$ cat src/rtl/speed_effect_ctrl.sv
// Effect sequencer for the player velocity path: pickup/level events -> boost/curse flags, energy, speed_limit.
// Optional stacking of repeated power-ups in BOOST is enabled by defining EFFECT_STACK_EN.
module speed_effect_ctrl #(
  parameter int TICK_DIV    = 100_000,
  parameter int BOOST_MS    = 5000,
  parameter int CURSE_MS    = 3000,
  parameter int COOLDOWN_MS = 1000,
  parameter int BASE_SPEED  = 2_777_776,
  parameter int SPEED_STEP  = 100_000,
  parameter int MIN_SPEED   = 1_666_666,
  parameter int ENERGY_MAX  = 1000
) (
  input  logic        sysclk,
  input  logic        reset,
  input  logic        en,
  input  logic        moving,
  input  logic        power_up_pick,
  input  logic        curse_pick,
  input  logic        level_up,
  output logic        power_up_active,
  output logic        curse_active,
  output logic [10:0] energy,
  output logic [31:0] speed_limit,
  output logic [15:0] time_left,
  output logic        pick_denied
);

  typedef enum logic [1:0] {ST_NORMAL, ST_BOOST, ST_CURSE, ST_COOLDOWN} state_t;

  localparam int              PW       = (TICK_DIV > 1) ? $clog2(TICK_DIV) : 1;
  localparam logic [PW-1:0]   PRE_LAST = PW'(TICK_DIV - 1);
  localparam logic [15:0]     T_BOOST  = 16'(BOOST_MS);
  localparam logic [15:0]     T_CURSE  = 16'(CURSE_MS);
  localparam logic [15:0]     T_COOL   = 16'(COOLDOWN_MS);
  localparam logic [10:0]     E_MAX    = 11'(ENERGY_MAX);
  localparam logic [31:0]     SPD_BASE = 32'(BASE_SPEED);
  localparam logic [31:0]     SPD_STEP = 32'(SPEED_STEP);
  localparam logic [31:0]     SPD_MIN  = 32'(MIN_SPEED);
  localparam logic [32:0]     SPD_CLAMP_AT = {1'b0, SPD_MIN} + {1'b0, SPD_STEP};

  state_t        state_q, state_d;
  logic [PW-1:0] presc_q, presc_d;
  logic [15:0]   time_left_q, time_left_d;
  logic [10:0]   energy_q, energy_d;
  logic [31:0]   speed_limit_q, speed_limit_d;
  logic          pick_denied_q, pick_denied_d;
  logic          tick;
  logic [15:0]   tl_dec;
  logic [15:0]   boost_reload;
  logic [10:0]   drain;

  assign tick   = en && (presc_q == PRE_LAST);
  assign tl_dec = (tick && time_left_q != 16'd0) ? time_left_q - 16'd1 : time_left_q;
  assign drain  = (state_q == ST_BOOST) ? 11'd2 : 11'd1;

`ifdef EFFECT_STACK_EN
  localparam logic [16:0] T_STACK_CAP = 17'(2 * BOOST_MS);
  logic [16:0] stack_sum;
  assign stack_sum    = {1'b0, time_left_q} + {1'b0, T_BOOST};
  assign boost_reload = (stack_sum > T_STACK_CAP) ? T_STACK_CAP[15:0] : stack_sum[15:0];
`else
  assign boost_reload = T_BOOST;
`endif

  always_comb begin
    presc_d = presc_q;
    if (en) presc_d = tick ? '0 : presc_q + 1'b1;

    energy_d = energy_q;
    if (tick) begin
      if (moving) energy_d = (energy_q > drain) ? energy_q - drain : 11'd0;
      else        energy_d = (energy_q >= E_MAX) ? E_MAX : energy_q + 11'd1;
    end

    // Compare before subtracting so the limit never wraps below the floor.
    speed_limit_d = speed_limit_q;
    if (level_up) begin
      if ({1'b0, speed_limit_q} < SPD_CLAMP_AT) speed_limit_d = SPD_MIN;
      else                                      speed_limit_d = speed_limit_q - SPD_STEP;
    end
  end

  // Pickups take priority over timer expiry; loads override the tick decrement.
  always_comb begin
    state_d       = state_q;
    time_left_d   = tl_dec;
    pick_denied_d = 1'b0;
    case (state_q)
      ST_NORMAL: begin
        time_left_d = '0;
        if (power_up_pick) begin
          state_d       = ST_BOOST;
          time_left_d   = T_BOOST;
          pick_denied_d = curse_pick;
        end else if (curse_pick) begin
          state_d     = ST_CURSE;
          time_left_d = T_CURSE;
        end
      end
      ST_BOOST: begin
        pick_denied_d = curse_pick;
        if (power_up_pick) begin
          time_left_d = boost_reload;
        end else if (time_left_q == 16'd0) begin
          state_d     = ST_COOLDOWN;
          time_left_d = T_COOL;
        end
      end
      ST_CURSE: begin
        if (power_up_pick) begin
          state_d     = ST_BOOST;
          time_left_d = T_BOOST;
        end else if (curse_pick) begin
          time_left_d = T_CURSE;
        end else if (time_left_q == 16'd0) begin
          state_d     = ST_NORMAL;
          time_left_d = '0;
        end
      end
      ST_COOLDOWN: begin
        pick_denied_d = power_up_pick;
        if (curse_pick) begin
          state_d     = ST_CURSE;
          time_left_d = T_CURSE;
        end else if (time_left_q == 16'd0) begin
          state_d     = ST_NORMAL;
          time_left_d = '0;
        end
      end
      default: begin
        state_d     = ST_NORMAL;
        time_left_d = '0;
      end
    endcase
  end

  always_ff @(posedge sysclk) begin
    if (reset) begin
      state_q       <= ST_NORMAL;
      presc_q       <= '0;
      time_left_q   <= '0;
      energy_q      <= E_MAX;
      speed_limit_q <= SPD_BASE;
      pick_denied_q <= 1'b0;
    end else begin
      state_q       <= state_d;
      presc_q       <= presc_d;
      time_left_q   <= time_left_d;
      energy_q      <= energy_d;
      speed_limit_q <= speed_limit_d;
      pick_denied_q <= pick_denied_d;
    end
  end

  assign power_up_active = (state_q == ST_BOOST);
  assign curse_active    = (state_q == ST_CURSE);
  assign energy          = energy_q;
  assign speed_limit     = speed_limit_q;
  assign time_left       = time_left_q;
  assign pick_denied     = pick_denied_q;

endmodule

$ cat config.mk
export PLATFORM = sky130hd
export DESIGN_NAME = speed_effect_ctrl
export DESIGN_NICKNAME = d
export VERILOG_FILES = /design/src/rtl/speed_effect_ctrl.sv
export SDC_FILE = /design/constraint.sdc
export NUM_CORES = 1
export LEC_CHECK = 0
export CAP_MARGIN = 20
export CORE_UTILIZATION = 40
export DETAILED_ROUTE_END_ITERATION = 8
export GPL_ROUTABILITY_DRIVEN = 0
export PLACE_DENSITY = 0.65
export SLEW_MARGIN = 30
export SYNTH_ARGS = -nofsm -noshare
export SYNTH_HDL_FRONTEND = slang
export SYNTH_SLANG_ARGS = --single-unit
$ cat constraint.sdc
create_clock -name sysclk -period 3 [get_ports sysclk]
set_input_delay 0.3 -clock sysclk [delete_from_list [all_inputs] [get_ports sysclk]]
set_output_delay 0.3 -clock sysclk [all_outputs]
set_load 0.05 [all_outputs]
==> results of run 1 <==
-- area by class of cell --
| type | instances | area, um2 |
|---|---|---|
| clock buffer | 9 | 124 |
| clock inverter | 5 | 78.8 |
| fill | 969 | 4760 |
| inverter | 15 | 56.3 |
| multi-input combinational | 409 | 2480 |
| sequential | 76 | 1520 |
| tap | 133 | 166 |
| timing repair buffer | 78 | 763 |
-- cell usage after synthesis, types with 7 or more instances --
cell type | n | area (um2)
clkbuf_1 | 21 | 78.8
dfxtp_1 | 76 | 1520
inv_1 | 15 | 56.3
nor4_1 | 17 | 106
o21ai_0 | 21 | 105
or4_1 | 9 | 67.6
nand4_1 | 8 | 50.1
nor3_1 | 26 | 130
and3_1 | 9 | 56.3
nor2_1 | 77 | 289
or3_1 | 8 | 50.1
nor2b_1 | 7 | 43.8
ha_1 | 7 | 87.6
xnor2_1 | 33 | 289
xor2_1 | 21 | 184
nand3_1 | 17 | 85.1
a21oi_1 | 32 | 160
nand2_1 | 38 | 143
nand2b_1 | 9 | 56.3
-- metal layers --
metal  share of wire  wire, um  vias up
met3           0.040       414       11
met2            0.46      4730       96
li1                -         -     1991
met5               0         0        -
met4           0.010       104        0
met1            0.49      5070     1846
-- kinds of logic (layout without fill, tap and decap cells) --
kind of cell    after synthesis  count (layout)
compound gates               96              96
xor+xnor                     54              54
fa+ha+maj                     8               8
buf+inv                      42             107
flops                        76              76
other cells                   1               2
simple gates                249             249
-- worst min-delay path: cells and delay by family, from the launching register on --
family,cells,cell delay (ns)
compound gates,1,0.05
buf+inv,1,0.06
flops,1,0.34
-- final timing paths --
| check | endpoint | slack [ns] | cells past startpoint |
|---|---|---|---|
| worst max-delay path | speed_limit[4] | 0.32 | 6 |
| worst min-delay path | speed_limit[3] | 0.50 | 2 |
| worst max register to register | speed_limit[4] | 0.32 | 6 |
| worst min register to register | speed_limit[3] | 0.50 | 2 |
-- registers in the layout, indices dropped and copies added (netlist names) --
name         flops
energy          11
speed_limit     29
presc_q         17
time_left       16
state_q          2
pick_denied      1
-- through the flow --
| step | util | setup WS [ns] |
|---|---|---|
| floorplan | - | 0.265 |
| global route | 0.521 | 0.238 |
| finish | 0.521 | 0.321 |
| CTS | 0.521 | 0.320 |
| detailed placement | 0.501 | 0.0314 |
| global placement | 0.501 | 0.0448 |
-- power groups by stage --
stage	Sequential [W]	Combinational, W	Clock [W]
after floorplan	0.00130	0.000232	0
after global placement	0.00115	0.000536	0
after detailed placement	0.00116	0.000540	0
after CTS	0.00113	0.000543	0.000853
after global routing	0.00114	0.000578	0.000889
final	0.00113	0.000540	0.000832
==> results.sh, run 1 <==
export IMPL_status="finished, final reports clean"
export IMPL_ys_flop_type="dfxtp_1"
export IMPL_powerDensity_nw_per_um2=483
export IMPL_dp_hpwl_mm=7.46
export IMPL_postSynth_asyncResetShare=0
export IMPL_synth_seq_area_share=0.364
export IMPL_clock_skew_final_ns=0.00967
export IMPL_setup_viol=0
export IMPL_grt_use_met3=0.0345
export IMPL_power_total_w=0.00251
export IMPL_p_int_w=0.00172
export IMPL_met1_usage=0.257
export IMPL_avgRoutedWirePerCell_um=14.2
export IMPL_clk_latency_ns=0.34
export IMPL_peakVddDrop_mv=0.270
export IMPL_final_nets=604
export IMPL_hold_ws_ns=0.498
export IMPL_timing_rr_start="speed_limit[25]"
export IMPL_ant_nets=0
export IMPL_cpMostUsedCell="or4_1"
export IMPL_syn2layout_area_growth_pct=24.2
export IMPL_postLayoutCellArea_um2=5190
export IMPL_cts_sink_count=76
export IMPL_setup_tns_ns=0
export IMPL_max_stage_delay_ns=0.56
export IMPL_endpoint_kind="flop"
export IMPL_synth_fa_ha_area_frac=0.0258
export IMPL_cp_num_buf_inv=1
export IMPL_cts_resized=0
export IMPL_netlist_area_um2=4180
export IMPL_drc=0
export IMPL_worst_path_max_fanout=6
export IMPL_cts_setup_buffers=0
export IMPL_crit_start="speed_limit[25]"
export IMPL_synth_top_family_by_area="simple AND/OR/NAND/NOR gates"
export IMPL_start_util=0.420
export IMPL_grt_pass1_vias=3687
export IMPL_netlist_instances=526
export IMPL_synth_edff_count=0
export IMPL_fin_crit_ns=2.68
export IMPL_pwr_share_seq=0.452
export IMPL_path_class="flop to flop"
export IMPL_vias_per_cell=5.44
export IMPL_finalHoldViolCount=0
export IMPL_required_ns=3.24
export IMPL_port_buffers=66
export IMPL_power_switching_w=0.000789
export IMPL_synth_compound_area_frac=0.148
export IMPL_crit_chain="or4_4 -> or4_1 -> or4_1 -> a211o_1 -> buf_4 -> a21o_1"
export IMPL_die_h_um=104
export IMPL_overflow=0
export IMPL_synth_mux_area_frac=0
export IMPL_numCtsBuffers=9
export IMPL_grt_util_met2=0.311
export IMPL_stdcell_count=725
export IMPL_holdCritStartpoint="speed_limit[3]"
export IMPL_yosys_cell_types_count=57
export IMPL_cp_start_kind="flop"
export IMPL_ys_ff_latch=76
export IMPL_wirelength_mm=10.3
export IMPL_synth_xor_area_frac=0.113
export IMPL_num_antenna_cells=0
export IMPL_grt_usage=0.192
export IMPL_io_pins=69
export IMPL_maxSlewHeadroom=0.559
export IMPL_dr_pass1_iters=4
export IMPL_rows=36
export IMPL_die_x_um=104
export IMPL_drive_above_1_share=0.0524
export IMPL_comb_power_share=0.216
export IMPL_clockPowerShare=0.332
export IMPL_final_max_slew_viol_count=0
export IMPL_cp_slowest_cell="or4_4"
export IMPL_timing_fmax_mhz=373
export IMPL_crit_family="simple AND/OR/NAND/NOR gates"
export IMPL_layout_commonest_cell="nor2_1"
export IMPL_avgSynthCellArea_um2=7.94
export IMPL_grt_pass1_wl_mm=17.3
export IMPL_cts_htree_levels=3
export IMPL_clkTransAtPathRegs_ns=0.08
export IMPL_p_leak_nw=1.87
export IMPL_switching_share=0.315
export IMPL_min_path_type="flop to flop"
export IMPL_synth_simple_area_share=0.305
export IMPL_cp_data_arrival_time_ns=2.92
export IMPL_die_area_um2=10900
export IMPL_antenna_found_initial=0
export IMPL_core_area_um2=9950
export IMPL_dp_cells=711
export IMPL_worst_pin_slew_ns=0.662
export IMPL_clk_path_buf_depth=2
export IMPL_min_period_over_period=0.893
export IMPL_cts_hold_buf=0
export IMPL_yosysWarningCount=0
export IMPL_grt_start_max_net_pins=24
export IMPL_rsz0062_at_grt="no"
export IMPL_post_dp_cell_area_um2=4990
export IMPL_layout_common_cells="nor2_1 (77), dfxtp_1 (76), clkdlybuf4s50_1 (66)"
export IMPL_dr_first_iter_drc_count=177
export IMPL_top_usage_layer="met2"
export IMPL_drv_cap=0
export IMPL_cts_root_buffer="clkbuf_8"
export IMPL_via_count=3944
export IMPL_cts_tree="done"
Note: power is estimated with default switching activity, not from simulation.
==> inputs of run 2 (changes only) <==
--- a/config.mk
+++ b/config.mk
@@ -10,7 +10,6 @@
 export DETAILED_ROUTE_END_ITERATION = 8
 export GPL_ROUTABILITY_DRIVEN = 0
 export PLACE_DENSITY = 0.65
-export SLEW_MARGIN = 30
 export SYNTH_ARGS = -nofsm -noshare
 export SYNTH_HDL_FRONTEND = slang
 export SYNTH_SLANG_ARGS = --single-unit
==> results of run 2 <==
Same layout as run 1: the final DEF is identical, and so are final timing and power.
